--- src/rtl/seg_display_seq.sv ---
// Captures N_VALUES values, converts each to BCD serially (VAL_W cycles), shows each for DWELL_CYCLES on a scanned display.
// Segment/anode outputs are registered one cycle behind the scan and display state.
module seg_display_seq #(
  parameter int N_VALUES       = 8,
  parameter int VAL_W          = 8,
  parameter int DIGITS         = 4,
  parameter int DWELL_CYCLES   = 100000000,
  parameter int REFRESH_CYCLES = 262144,
  parameter int BLANK_LZ       = 1
) (
  input  logic                                               clock_100Mhz,
  input  logic                                               reset_n,
  input  logic                                               load_i,
  input  logic [N_VALUES*VAL_W-1:0]                          values_i,
  input  logic                                               hold_i,
  output logic                                               busy_o,
  output logic                                               is_done_o,
  output logic [((N_VALUES > 1) ? $clog2(N_VALUES) : 1)-1:0] idx_o,
  output logic [DIGITS-1:0]                                  anode_o,
  output logic [6:0]                                         seg_o
);

  localparam int IW         = (N_VALUES > 1) ? $clog2(N_VALUES) : 1;
  localparam int BCD_DIGITS = (VAL_W + 4) / 3;
  localparam int BCD_W      = 4 * BCD_DIGITS;
  localparam int NDIG       = (DIGITS > BCD_DIGITS) ? DIGITS : BCD_DIGITS;
  localparam int BW         = (VAL_W > 1) ? $clog2(VAL_W) : 1;
  localparam int DWW        = (DWELL_CYCLES > 1) ? $clog2(DWELL_CYCLES) : 1;
  localparam int RW         = (REFRESH_CYCLES > 1) ? $clog2(REFRESH_CYCLES) : 1;
  localparam int SW         = (DIGITS > 1) ? $clog2(DIGITS) : 1;

  typedef enum logic [1:0] {S_IDLE, S_CONV, S_SHOW, S_DONE} state_t;

  state_t                    state_q;
  logic [IW-1:0]             idx_q;
  logic [N_VALUES*VAL_W-1:0] vals_q;
  logic [VAL_W-1:0]          shift_q;
  logic [BCD_W-1:0]          bcd_q;
  logic [BW-1:0]             bit_q;
  logic [DWW-1:0]            dwell_q;
  logic [BCD_W-1:0]          disp_q;
  logic                      disp_vld_q;
  logic                      busy_q;
  logic                      done_q;
  logic [RW-1:0]             rcnt_q;
  logic [SW-1:0]             sdig_q;
  logic [DIGITS-1:0]         anode_q;
  logic [6:0]                seg_q;

  logic [BCD_W-1:0]          bcd_adj;
  logic [BCD_W-1:0]          bcd_d;
  logic [VAL_W-1:0]          shift_d;
  logic [IW-1:0]             idx_d;
  logic [NDIG*4-1:0]         disp_ext;
  logic                      ovf;
  logic [SW-1:0]             msd;
  logic [3:0]                cur;
  logic [6:0]                seg_d;
  logic [DIGITS-1:0]         anode_d;

  // One shift-and-add-3 step: correct digits >= 5, then shift the next binary bit in.
  always_comb begin
    bcd_adj = bcd_q;
    for (int i = 0; i < BCD_DIGITS; i++) begin
      if (bcd_q[i*4 +: 4] >= 4'd5) bcd_adj[i*4 +: 4] = bcd_q[i*4 +: 4] + 4'd3;
    end
    {bcd_d, shift_d} = {bcd_adj, shift_q} << 1;
  end

  assign idx_d = idx_q + 1'b1;

  always_ff @(posedge clock_100Mhz) begin
    if (!reset_n) begin
      state_q    <= S_IDLE;
      idx_q      <= '0;
      vals_q     <= '0;
      shift_q    <= '0;
      bcd_q      <= '0;
      bit_q      <= '0;
      dwell_q    <= '0;
      disp_q     <= '0;
      disp_vld_q <= 1'b0;
      busy_q     <= 1'b0;
      done_q     <= 1'b0;
    end else begin
      case (state_q)
        S_IDLE, S_DONE: begin
          if (load_i) begin
            vals_q  <= values_i;
            idx_q   <= '0;
            shift_q <= values_i[VAL_W-1:0];
            bcd_q   <= '0;
            bit_q   <= '0;
            busy_q  <= 1'b1;
            done_q  <= 1'b0;
            state_q <= S_CONV;
          end
        end
        S_CONV: begin
          shift_q <= shift_d;
          bcd_q   <= bcd_d;
          bit_q   <= bit_q + 1'b1;
          if (bit_q == BW'(VAL_W - 1)) begin
            disp_q     <= bcd_d;
            disp_vld_q <= 1'b1;
            dwell_q    <= '0;
            state_q    <= S_SHOW;
          end
        end
        S_SHOW: begin
          if (!hold_i) begin
            if (dwell_q == DWW'(DWELL_CYCLES - 1)) begin
              if (idx_q == IW'(N_VALUES - 1)) begin
                busy_q  <= 1'b0;
                done_q  <= 1'b1;
                state_q <= S_DONE;
              end else begin
                idx_q   <= idx_d;
                shift_q <= vals_q[int'(idx_d)*VAL_W +: VAL_W];
                bcd_q   <= '0;
                bit_q   <= '0;
                state_q <= S_CONV;
              end
            end else begin
              dwell_q <= dwell_q + 1'b1;
            end
          end
        end
        default: state_q <= S_IDLE;
      endcase
    end
  end

  always_comb begin
    disp_ext              = '0;
    disp_ext[BCD_W-1:0]   = disp_q;
    ovf = 1'b0;
    for (int i = DIGITS; i < NDIG; i++) begin
      if (disp_ext[i*4 +: 4] != 4'd0) ovf = 1'b1;
    end
    msd = '0;
    for (int i = 0; i < DIGITS; i++) begin
      if (disp_ext[i*4 +: 4] != 4'd0) msd = SW'(i);
    end
    cur = disp_ext[int'(sdig_q)*4 +: 4];
    case (cur)
      4'd0:    seg_d = 7'b0000001;
      4'd1:    seg_d = 7'b1001111;
      4'd2:    seg_d = 7'b0010010;
      4'd3:    seg_d = 7'b0000110;
      4'd4:    seg_d = 7'b1001100;
      4'd5:    seg_d = 7'b0100100;
      4'd6:    seg_d = 7'b0100000;
      4'd7:    seg_d = 7'b0001111;
      4'd8:    seg_d = 7'b0000000;
      4'd9:    seg_d = 7'b0000100;
      default: seg_d = 7'b1111111;
    endcase
    // Overflow dash wins over blanking; msd stays 0 for a zero value so digit 0 still lights.
    if (ovf) seg_d = 7'b1111110;
    else if (BLANK_LZ != 0 && sdig_q > msd) seg_d = 7'b1111111;
    anode_d = '1;
    if (disp_vld_q) anode_d[sdig_q] = 1'b0;
    else seg_d = 7'b1111111;
  end

  always_ff @(posedge clock_100Mhz) begin
    if (!reset_n) begin
      rcnt_q  <= '0;
      sdig_q  <= '0;
      anode_q <= '1;
      seg_q   <= 7'b1111111;
    end else begin
      anode_q <= anode_d;
      seg_q   <= seg_d;
      if (rcnt_q == RW'(REFRESH_CYCLES - 1)) begin
        rcnt_q <= '0;
        sdig_q <= (sdig_q == SW'(DIGITS - 1)) ? '0 : sdig_q + 1'b1;
      end else begin
        rcnt_q <= rcnt_q + 1'b1;
      end
    end
  end

  assign busy_o    = busy_q;
  assign is_done_o = done_q;
  assign idx_o     = idx_q;
  assign anode_o   = anode_q;
  assign seg_o     = seg_q;

endmodule
--- config.mk ---
export PLATFORM = sky130hd
export DESIGN_NAME = seg_display_seq
export DESIGN_NICKNAME = d
export VERILOG_FILES = /design/src/rtl/seg_display_seq.sv
export SDC_FILE = /design/constraint.sdc
export NUM_CORES = 1
export LEC_CHECK = 0
export ABC_AREA = 1
export ABC_CLOCK_PERIOD_IN_PS = 2200
export CAP_MARGIN = 20
export CELL_PAD_IN_SITES_DETAIL_PLACEMENT = 1
export CELL_PAD_IN_SITES_GLOBAL_PLACEMENT = 2
export CORE_MARGIN = 2
export CORE_UTILIZATION = 35
export DETAILED_ROUTE_END_ITERATION = 7
export DONT_BUFFER_PORTS = 1
export PLACE_DENSITY_LB_ADDON = 0.1
export SYNTH_ARGS = -nofsm -noshare
export SYNTH_HDL_FRONTEND = slang
export SYNTH_SLANG_ARGS = --single-unit
--- constraint.sdc ---
create_clock -name clock_100Mhz -period 2.2 [get_ports clock_100Mhz]
set_input_delay 0.33 -clock clock_100Mhz [delete_from_list [all_inputs] [get_ports clock_100Mhz]]
set_output_delay 0.33 -clock clock_100Mhz [all_outputs]
set_load 0.005 [all_outputs]
### After elaboration in Yosys (flattened, before gate mapping)

Memory sizes are Yosys's and may differ from the RTL's. A register that Yosys moved wholly into a read port is not among the register bits.
Index checks and enable logic that the tools add are counted.

| storage, ports and cells | value |
|---|---|
| register bits | 166 |
| memory bits (read-only) | 112 |
| input bits | 68 |
| output and inout bits | 16 |
| word-level logic and storage cells | 118 |
| memories | 1 |

| cells by class | value |
|---|---|
| add/subtract/negate cells | 9 |
| $lt $le $gt $ge | 7 |
| eq/ne operators | 15 |
| shift-type cells | 2 |
| mux-type cells | 49 |
| bitwise gates (word level) | 3 |
| reduce and logical (&&, ||, !) cells | 18 |

Memory list:

| memory | depth | width | rd ports | clocked after memory_dff | write ports | line | source |
|---|---|---|---|---|---|---|---|
| (name not given) | 16 | 7 | 1 | 1 | 0 | 146 | `case (cur)` |

Operators by type and width:

| cell | number |
|---|---|
| 2-to-1 mux 27 bit | 3 |
| 2-to-1 mux 16 bit | 4 |
| indexed part select 64 x 7 -> 8 bit | 1 |
| one-hot mux 27 bit (2 select lines) | 1 |
| one-hot mux 16 bit (3 select lines) | 1 |
| 2-to-1 mux 8 bit | 4 |
| adder 27 x 1 -> 27 bit (second input constant) | 1 |
| == test 27 bit (second input constant) | 1 |
| 2-to-1 mux 3 bit | 8 |
| one-hot mux 8 bit (3 select lines) | 1 |
| adder 18 x 1 -> 18 bit (second input constant) | 1 |
| == test 18 bit (second input constant) | 1 |
| greater-or-equal comparator 4 x 3 -> 1 bit (second input constant) | 4 |
| 2-to-1 mux 2 bit | 8 |
| indexed part select 16 x 5 -> 4 bit | 1 |
| inequality test 2 bit (second input constant) | 7 |
| adder 4 x 2 -> 4 bit (second input constant) | 3 |
| 2-to-1 mux 4 bit | 3 |
| AND reduction 4 bit | 3 |
| nonzero test 4 bit | 3 |
| 2-to-1 mux 1 bit | 10 |
| AND reduction 5 bit | 2 |
| one-hot mux 3 bit (3 select lines) | 1 |
| adder 3 x 1 -> 3 bit (second input constant) | 2 |
| 20 further kinds | 29 |

### Logic depth before layout (Yosys ltp)

Gate-level depths: netlist of run 1.

| logic depth | value |
|---|---|
| depth in word-level cells | 6 |
| depth in mapped cells | 13 |
| depth with buffers taken out | 12 |

### Worst setup path after synthesis of run 1

OpenSTA, ideal clock, no wires.

| path | value |
|---|---|
| kind | register -> register |
| start | register disp_q[15] (netlist: disp_ext[15]) |
| end | register seg_q[0] (netlist: seg_o[0]) |
| library setup time | 0.148 ns |
| arrival time | 1.786 ns |
| data required time | 2.052 ns |
| path slack | 0.266 ns |
| cell stages (with the launch flop) | 10 |
| path buffers | 0 |
| clock period less this slack | 1.934 ns |
| cell sequence | dfxtp_1 > nor4_1 > inv_1 > nor2_1 > ha_1 > inv_1 > o21bai_1 > a21oi_1 > a21boi_0 > o21ai_0 |

| between the ends | value |
|---|---|
| word-level cells in the longest chain between the ends | 4 |
| elaborated cells on any way between the ends | 5 |
| classes of those cells | 1 x order compare; 1 x shift; 1 x mux; 2 x reduce/logical |

RTL lines:

| element | line | source |
|---|---|---|
| start: declaration | 41 | `logic [BCD_W-1:0] disp_q;` |
| start signal: assignment | 81 | `disp_q <= '0;` |
| start signal: assignment | 104 | `disp_q <= bcd_d;` |
| nonzero test 4 bit | 143 | `if (disp_ext[i*4 +: 4] != 4'd0) msd = SW'(i);` |
| 2-to-1 mux 2 bit | 143 |  |
| greater-than comparator 2 bit | 161 | `else if (BLANK_LZ != 0 && sdig_q > msd) seg_d = 7'b1111111;` |
| OR reduction 3 bit (no source line) | n/a |  |
| end: declaration | 48 | `logic [6:0] seg_q;` |

Several ways; a longest one is shown, not always the timed one.
A chain may end at the register's enable or synchronous reset.

### Final worst setup path of run 1

Same ends and word-level chain as after synthesis.

==> results of run 1 <==
## placed cells by master, fill, tap and decap left out, types with 3 or more instances in the layout
cell type,n
dfxtp_1,173
a21oi_1,80
nand2_2,4
or2_2,10
nand4_1,16
ha_1,29
nand3_1,65
clkbuf_16,17
xor2_1,9
nor4_1,3
inv_8,5
o21ai_1,15
nand2_1,277
o21bai_1,4
buf_4,35
nor2_1,271
o21ai_0,135
clkinv_1,4
nand2_4,3
o22ai_1,6
nor3b_1,5
inv_1,125
clkinv_8,4
xnor2_1,4
nor3_1,5
o211ai_1,14
## what timing repair did
action / CTS / global route
hold buffers: 0 / 0
resized for setup: 0 / 2
endpoints found under the setup margin: 0 / 6
## flip-flops by register name, indices dropped and copies added (netlist names)
name        count
anode_o         4
bcd_q          16
bit_q           3
busy_o          1
disp_ext       16
disp_vld_q      1
dwell_q        27
idx_o           3
is_done_o       1
rcnt_q         18
sdig_q          2
seg_o           7
shift_q         8
state_q         2
vals_q         64
## area by class of cell
type / instances / area [um2] / area share
sequential: 173 / 3463 / 0.3491
tap: 330 / 412.9 / 0.04162
inverter: 131 / 491.7 / 0.04956
multi-input combinational: 970 / 4631 / 0.4668
clock buffer: 17 / 425.4 / 0.04288
timing repair buffer: 37 / 302.8 / 0.03052
clock inverter: 15 / 193.9 / 0.01955
## power by group
part,switching (mW),total [mW],internal [mW]
Sequential,0.367,4.17,3.80
Clock,1.53,3.18,1.65
Combinational,3.09,4.64,1.55
Total,4.98,12.0,6.99
## path summary, 6_finish.rpt
| kind | endpoint | slack [ns] |
|---|---|---|
| setup / recovery | seg_o[0]$_SDFF_PP1_ | 0.20 |
| hold / removal | bcd_q[0]$_SDFFE_PN0P_ | 0.03 |
| setup reg to reg | seg_o[0]$_SDFF_PP1_ | 0.20 |
| hold reg to reg | vals_q[10]$_SDFFE_PN0P_ | 0.45 |
## kinds of logic (layout without fill, tap and decap cells)
| family | Yosys count | in the layout | synth area share |
|---|---|---|---|
| AO/OA/AOI/OAI | 260 | 260 | 0.1553 |
| XOR/XNOR | 13 | 13 | 0.01288 |
| adder cells (fa/ha/maj) | 29 | 29 | 0.04106 |
| buffers and inverters | 189 | 200 | 0.08608 |
| flip-flops | 173 | 173 | 0.3919 |
| AND/OR/NAND/NOR | 668 | 668 | 0.3128 |
## worst max-delay path, delay by kind of cell, from the launching register on
family | cells | cell delay, ns
AO/OA/AOI/OAI | 4 | 0.52
adder cells (fa/ha/maj) | 1 | 0.25
buffers and inverters | 3 | 0.30
flip-flops | 1 | 0.36
AND/OR/NAND/NOR | 2 | 0.43
## stage by stage
| stage | total power, mW | instance area, um2 | cells |
|---|---|---|---|
| after detailed placement | 8.952 | 9286 | 1641 |
| final | 11.98 | 9921 | 1673 |
| after global routing | 13.02 | 9921 | 1673 |
| after floorplan | 7.475 | 8837 | 1332 |
| after global placement | 8.881 | 9286 | 1641 |
| after CTS | 12.20 | 9906 | 1673 |
## metal layers
layer	GRT usage	share of wire
met5	0	0
met4	0.03741	0.0051
met3	0.03794	0.026
met2	0.3363	0.47
met1	0.2724	0.50
==> flow_summary_export.csv, run 1 <==
group,metric,value,unit
setup_path,cp_max_fo,6,
floorplan,die_width,162.9,um
floorplan,initial_core_util,0.3540,
grt,grt_max_degree,102,
place,dpl_worst_slack,0.1210,ns
setup_path,worstPathCellList,"nor4_4, inv_1, nor2_1, ha_1, inv_1, o21bai_1, a21oi_1, a21boi_0, buf_4, o21ai_0",
timing,tightest_slew,0.4788,ns
timing,holdWs,0.02610,ns
yosys,synth.avg_cell_area,6.635,um2
yosys,synth_top_cell_by_area,"dfxtp_1",
routing,wl_per_cell,15.21,um
yosys,async_flop_share,0,
yosys,synth_nets,1429,
timing,fmax,500.5,MHz
setup_path,crit_slowest_cell,"dfxtp_1",
setup_path,crit_path_start_kind,"flop",
yosys,yosys-top-cells-area,"dfxtp_1, nand2_1, nor2_1",
yosys,synth-seq-cells,173,
worst_hold_path,hold_depth,2,
yosys,synth_area,8837,um2
routing,routed_wirelength,25.44,mm
setup_path,worstSetupEndpointType,"flop",
layout,area_growth,12.26,%
clocking,clk_pin_slew,0.08,ns
setup_path,critPathMaxStageDelay,0.36,ns
floorplan,row_count,58,
worst_hold_path,min-delay-start,"reset_n",
clocking,clock_sinks,173,
clocking,cts_tree,"done",
clocking,postCtsSetupBuffers,0,
setup_path,critPathArrivalTime,2.30,ns
setup_path,path_class,"flop to flop",
yosys,synth_top_cell_area_share,0.3919,
place,place_hpwl,18.41,mm
yosys,synthCells,1332,
routing,drc,0,
floorplan,die_area,26540,um2
worst_hold_path,min_path_type,"input port to flop",
timing,slew_violations,0,
setup_path,r2r_cells,10,
yosys,synth-edff-count,0,
setup_path,required,2.50,ns
yosys,yosysSeqAreaShare,0.3919,
layout,fill_cells,3249,
clocking,cts_made_buffers,17,
yosys,netlist-cell-type-count,39,
grt,antenna_found_initial,1,
floorplan,core_area,24960,um2
routing,final_antenna_net_count,0,
grt,grt_pass1_vias,8307,
floorplan,io_pins,84,
yosys,synthFlopType,"dfxtp_1",
pwr,powerDensity,1208,nW/um2
pwr,ir_drop,0.0004527,V
clocking,cts-htree-levels,4,
grt,grt_pass1_wl,42.89,mm
routing,drtPass1Iterations,5,
outcome,outcome,"finished clean",
timing,setup_tns,0,ns
clocking,cts-root-buf,"clkbuf_16",
clocking,insertion_delay,0.44,ns
setup_path,crit_top_cell,"inv_1",
timing,layout_setup_ws,0.2021,ns
layout,drive_gt1_frac,0.07223,
layout,final_nets,1427,
timing,setup_viol,0,
timing,slew_headroom,0.6808,
setup_path,crit_path_start,"disp_ext[15]$_SDFFE_PN0P_",
routing,vias,8216,
run,cap_violations,0,
timing,rsz0062_at_grt,"no",
routing,viasPerCell,4.911,
place,port_buffers,0,
clocking,cts.path.max_buffers,2,
pwr,power_leakage,3.971,nW
place,gp_congestion,0.7782,
grt,grt.overflow.total,0,
yosys,synth_top_cells_by_count,"nand2_1, nor2_1, dfxtp_1",
grt,global_route.usage.total,0.2012,
layout,insertedDiodeCount,0,
layout,utilization,0.3974,
timing,fin_skew,0.01634,ns
floorplan,die_y,162.9,um
setup_path,r2r-start,"disp_ext[15]$_SDFFE_PN0P_",
timing,finalCriticalPeriod,1.998,ns
yosys,yosys_warnings,0,
routing,drtIter0Drc,353,
timing,finalCritPeriodShare,0.9081,
timing,finalHoldViolCount,0,
yosys,synth.most_common_cell,"nand2_1",
(Power assumes the default switching activity.)
==> run 2: changes to the inputs <==
--- a/config.mk
+++ b/config.mk
@@ -14,6 +14,7 @@
 export CORE_UTILIZATION = 35
 export DETAILED_ROUTE_END_ITERATION = 7
 export DONT_BUFFER_PORTS = 1
+export HOLD_SLACK_MARGIN = 0.12
 export PLACE_DENSITY_LB_ADDON = 0.1
 export SYNTH_ARGS = -nofsm -noshare
 export SYNTH_HDL_FRONTEND = slang
==> run 2 against run 1 <==
Clock power about the same. Sequential cell count unchanged. Clock skew increased by 0.0015 ns. Largest power group unchanged. Non-clock buffer count increased by 62. Fmax decreased by 0.31%. Via count increased by 3.9%. Count of clock-buffer cells in the layout unchanged. Final area increased by 6.4%. Setup slack got worse by 0.0063 ns. Highest routed layer unchanged. Routed wire length increased by 4.4%. First-iteration DRC count increased by 0.28%.
==> flow_summary_export.csv, run 2 (synthesized netlist as in run 1, its figures left out) <==
group,metric,value,unit
floorplan,row_count,58,
setup_path,cp_max_fo,6,
layout,drive_gt1_frac,0.06975,
clocking,insertion_delay,0.44,ns
routing,wl_per_cell,15.31,um
setup_path,critPathArrivalTime,2.31,ns
layout,multiInputGateArea,4631,um2
setup_path,required,2.51,ns
clocking,cts-htree-levels,4,
routing,drtIter0Drc,354,
clocking,clk_pin_slew,0.08,ns
timing,tightest_slew,0.4792,ns
clocking,cts-root-buf,"clkbuf_16",
clocking,cts_made_buffers,17,
timing,finalHoldViolCount,0,
clocking,cts.path.max_buffers,2,
timing,setup_tns,0,ns
clocking,clock_sinks,173,
place,port_buffers,0,
floorplan,die_y,162.9,um
routing,final_antenna_net_count,0,
routing,drc,0,
place,placed_cells_incl_taps,1641,
timing,slew_violations,0,
grt,grt_max_degree,99,
timing,fin_skew,0.01786,ns
layout,largest_reg_flops,64,
grt,grt_pass1_vias,8689,
layout,final_cell_mix,"nand2_1, nor2_1, dfxtp_1",
layout,final_cells,1735,
timing,rsz0062_at_grt,"no",
setup_path,path_class,"flop to flop",
layout,mostFrequentLayoutCell,"nand2_1",
layout,regArea,3463,um2
layout,fill_cells,3250,
grt,global_route.usage.total,0.2095,
routing,vias,8533,
layout,regMostFlops,"vals_q",
floorplan,core_area,24960,um2
timing,fmax,499.0,MHz
worst_hold_path,hold_depth,3,
floorplan,die_area,26540,um2
pwr,ir_drop,0.0004611,V
setup_path,r2r_cells,10,
worst_hold_path,min_path_type,"input port to flop",
pwr,powerDensity,1151,nW/um2
grt,grt.overflow.total,0,
routing,routed_wirelength,26.56,mm
setup_path,crit_path_start_kind,"flop",
clocking,cts_tree,"done",
grt,grt_pass1_wl,44.67,mm
layout,final_nets,1489,
layout,insertedDiodeCount,0,
outcome,outcome,"finished clean",
place,gp_congestion,0.7782,
clocking,postCtsSetupBuffers,0,
layout,area_growth,19.48,%
layout,reg.largest.list,"vals_q x64, dwell_q x27, rcnt_q x18",
timing,slew_headroom,0.6805,
run,cap_violations,0,
place,place_hpwl,18.41,mm
routing,drtPass1Iterations,4,
pwr,power_leakage,4.239,nW
pwr,fin_total_pwr,12.15,mW
routing,viasPerCell,4.918,
grt,antenna_found_initial,0,
setup_path,worstSetupEndpointType,"flop",
floorplan,initial_core_util,0.3540,
timing,setup_viol,0,
floorplan,die_width,162.9,um
floorplan,io_pins,84,
timing,finalCriticalPeriod,2.004,ns
timing,finalCritPeriodShare,0.9110,
==> run 2: changes by cell type in the layout (fill, tap and decap cells not counted) <==
cell           before  now
buf_16              0    1
dlygate4sd3_1       0   61
==> run 2: path summary, 6_finish.rpt <==
| path | start | endpoint | slack [ns] |
|---|---|---|---|
| hold / removal | values_i[7] | shift_q[7]$_SDFFE_PN0P_ | 0.13 |
| setup reg to reg | disp_ext[15]$_SDFFE_PN0P_ | seg_o[0]$_SDFF_PP1_ | 0.20 |
| hold reg to reg | vals_q[18]$_SDFFE_PN0P_ | vals_q[18]$_SDFFE_PN0P_ | 0.45 |
| setup / recovery | disp_ext[15]$_SDFFE_PN0P_ | seg_o[0]$_SDFF_PP1_ | 0.20 |
==> run 2: timing repair <==
action / in CTS / in global routing
resized for setup: 0 / 2
hold buffers: 62 / 0
hold endpoints to repair: 99 / 0
endpoints found under the setup margin: 0 / 6
==> run 2: critical path, cell delays in order (launching register included) <==
cell and delay [ns]:
dfxtp_1 0.37, nor4_4 0.32, inv_1 0.08, nor2_1 0.12
ha_1 0.25, inv_1 0.06, o21bai_1 0.06, a21oi_1 0.16
a21boi_0 0.20, buf_4 0.16, o21ai_0 0.10
==> run 2: per-stage QoR <==
step                      area [um2]  worst slack, ns  utilization  hold WS [ns]
final                          10560           0.1958       0.4230        0.1316
after global routing           10560          0.02848       0.4230        0.1389
after CTS                      10540          0.08433       0.4224        0.1232
after detailed placement        9286           0.1210       0.3720        0.4436
after global placement          9286           0.1444       0.3720        0.4356
after floorplan                 8837           0.2660            -        0.4245
==> run 2: where the power goes <==
| part | leakage, nW | internal [mW] | switching (mW) |
|---|---|---|---|
| Clock | 0.299 | 1.65 | 1.54 |
| Sequential | 1.42 | 3.80 | 0.371 |
| Combinational | 2.52 | 1.62 | 3.17 |
| Total | 4.24 | 7.07 | 5.08 |
==> run 2: routing by layer <==
layer / vias to the layer above / global-route usage / wire length (um)
li1: 4397 / - / -
met1: 4047 / 0.2831 / 13240
met2: 77 / 0.3525 / 12550
met3: 12 / 0.03641 / 595
met4: 0 / 0.04103 / 186
met5: - / 0 / 0
==> run 2: cell type report <==
type / count / share of cell area
sequential: 173 / 0.3280
timing repair buffer: 99 / 0.08911
multi-input combinational: 970 / 0.4386
clock buffer: 17 / 0.04029
tap: 330 / 0.03910
clock inverter: 15 / 0.01837
inverter: 131 / 0.04657
==> run 3: changes to the inputs <==
--- a/config.mk
+++ b/config.mk
@@ -11,7 +11,8 @@
 export CELL_PAD_IN_SITES_DETAIL_PLACEMENT = 1
 export CELL_PAD_IN_SITES_GLOBAL_PLACEMENT = 2
 export CORE_MARGIN = 2
-export CORE_UTILIZATION = 35
+export CORE_UTILIZATION = 37
+export CTS_BUF_LIST = sky130_fd_sc_hd__clkbuf_4
 export DETAILED_ROUTE_END_ITERATION = 7
 export DONT_BUFFER_PORTS = 1
 export HOLD_SLACK_MARGIN = 0.12
==> run 3 against run 2 <==
Global-route usage up 0.71 points. Sequential power barely moved. Sequential share of layout area grew 1.1 points. Clock skew increased by 0.016 ns. Largest cell class unchanged. Largest power group unchanged.
==> flow_summary_export.csv, run 3 (synthesized netlist as in run 1, its figures left out) <==
group,metric,value,unit
floorplan,initial_core_util,0.3765,
grt,grt_pass1_wl,43.25,mm
timing,finalCritPeriodShare,0.9023,
pwr,fin_total_pwr,10.76,mW
worst_hold_path,min_path_type,"input port to flop",
layout,mostFrequentLayoutCell,"nand2_1",
layout,final_cell_mix,"nand2_1, nor2_1, dfxtp_1",
routing,wl_per_cell,14.96,um
routing,vias,8491,
grt,grt_max_degree,102,
timing,tightest_slew,0.5729,ns
layout,regMostFlops,"vals_q",
setup_path,critPathArrivalTime,2.46,ns
timing,holdWs,0.1810,ns
timing,setup_tns,0,ns
run,cap_violations,0,
layout,final_nets,1488,
place,gp_congestion,0.7918,
timing,fmax,503.8,MHz
grt,global_route.usage.total,0.2166,
layout,design_area,10200,um2
timing,fin_skew,0.03352,ns
grt,antenna_found_initial,3,
layout,multiInputGateArea,4628,um2
floorplan,die_y,158.5,um
timing,setup_viol,0,
clocking,insertion_delay,0.59,ns
clocking,cts_made_buffers,17,
layout,regArea,3463,um2
routing,drc,0,
setup_path,crit_path_start_kind,"flop",
routing,final_antenna_net_count,0,
timing,rsz0062_at_grt,"no",
floorplan,die_width,158.5,um
timing,slew_violations,0,
clocking,clock_sinks,173,
layout,utilization,0.4347,
place,dpl_cell_area,9208,um2
setup_path,required,2.67,ns
routing,routed_wirelength,25.83,mm
timing,finalCriticalPeriod,1.985,ns
outcome,outcome,"finished clean",
place,place_hpwl,17.99,mm
place,port_buffers,0,
layout,fill_cells,3080,
timing,slew_headroom,0.6172,
floorplan,row_count,56,
routing,drtIter0Drc,433,
floorplan,die_area,25140,um2
pwr,ir_drop,0.0004515,V
pwr,powerDensity,1054,nW/um2
layout,drive_gt1_frac,0.06553,
floorplan,core_area,23470,um2
clocking,cts-htree-levels,4,
setup_path,path_class,"flop to flop",
layout,area_growth,15.46,%
clocking,clk_pin_slew,0.17,ns
grt,grt_pass1_vias,8495,
layout,largest_reg_flops,64,
routing,viasPerCell,4.919,
clocking,cts_tree,"done",
timing,finalHoldViolCount,0,
setup_path,worstSetupEndpointType,"flop",
setup_path,cp_max_fo,22,
routing,drtPass1Iterations,6,
pwr,power_leakage,4.062,nW
grt,grt.overflow.total,0,
clocking,cts-root-buf,"clkbuf_4",
floorplan,io_pins,84,
layout,reg.largest.list,"vals_q x64, dwell_q x27, rcnt_q x18",
clocking,cts.path.max_buffers,2,
## run 3: final timing paths
check | start | to | slack, ns | depth (start not counted)
setup / recovery | dwell_q[1]$_SDFFE_PN0P_ | dwell_q[18]$_SDFFE_PN0P_ | 0.22 | 13
setup reg to reg | dwell_q[1]$_SDFFE_PN0P_ | dwell_q[18]$_SDFFE_PN0P_ | 0.22 | 13
hold reg to reg | vals_q[11]$_SDFFE_PN0P_ | vals_q[11]$_SDFFE_PN0P_ | 0.46 | 2
hold / removal | load_i | bit_q[0]$_SDFFE_PN0P_ | 0.18 | 4
## run 3: final cells by class
class	count	area share
tap	319	0.03912
clock buffer	17	0.01251
timing repair buffer	98	0.09172
inverter	131	0.04819
sequential	173	0.3394
multi-input combinational	970	0.4536
antenna	3	0.0007357
clock inverter	15	0.01471
## run 3: repair_timing
item	4_1_cts	5_1_grt
setup endpoints to repair	0	6
hold buffers	68	0
setup buffers	0	0
gates resized for setup	0	2
endpoints found under the hold margin	127	0
## run 3: power by group
group / switching [mW] / total, mW / internal, mW
sequential: 0.368 / 4.16 / 3.80
clock: 1.32 / 1.83 / 0.511
combinational: 3.17 / 4.76 / 1.59
total: 4.86 / 10.8 / 5.90
## run 3: worst max-delay path, cell delays in order (launching register included)
cell     delay, ns
dfxtp_1       0.43
ha_1          0.21
nand3_2       0.12
inv_2         0.10
nand2_2       0.08
nor2_1        0.14
nand2_1       0.10
nand2_4       0.15
nand2_4       0.09
buf_4         0.23
nand3_1       0.11
nand2_1       0.05
inv_1         0.04
nor2_1        0.03
## run 3: per-layer routing
layer,track usage,up-vias,routed length (um)
met3,0.03674,24,759
met2,0.3556,79,11980
met4,0.04891,2,308
met1,0.2978,3996,12770
met5,0,-,13
li1,-,4390,-
## run 3: per-stage QoR
step	setup WS (ns)	std cells
after detailed placement	0.2247	1623
after floorplan	0.2660	1332
after global placement	0.2853	1623
after CTS	0.1950	1723
after global routing	0.0009894	1725
final	0.2150	1726
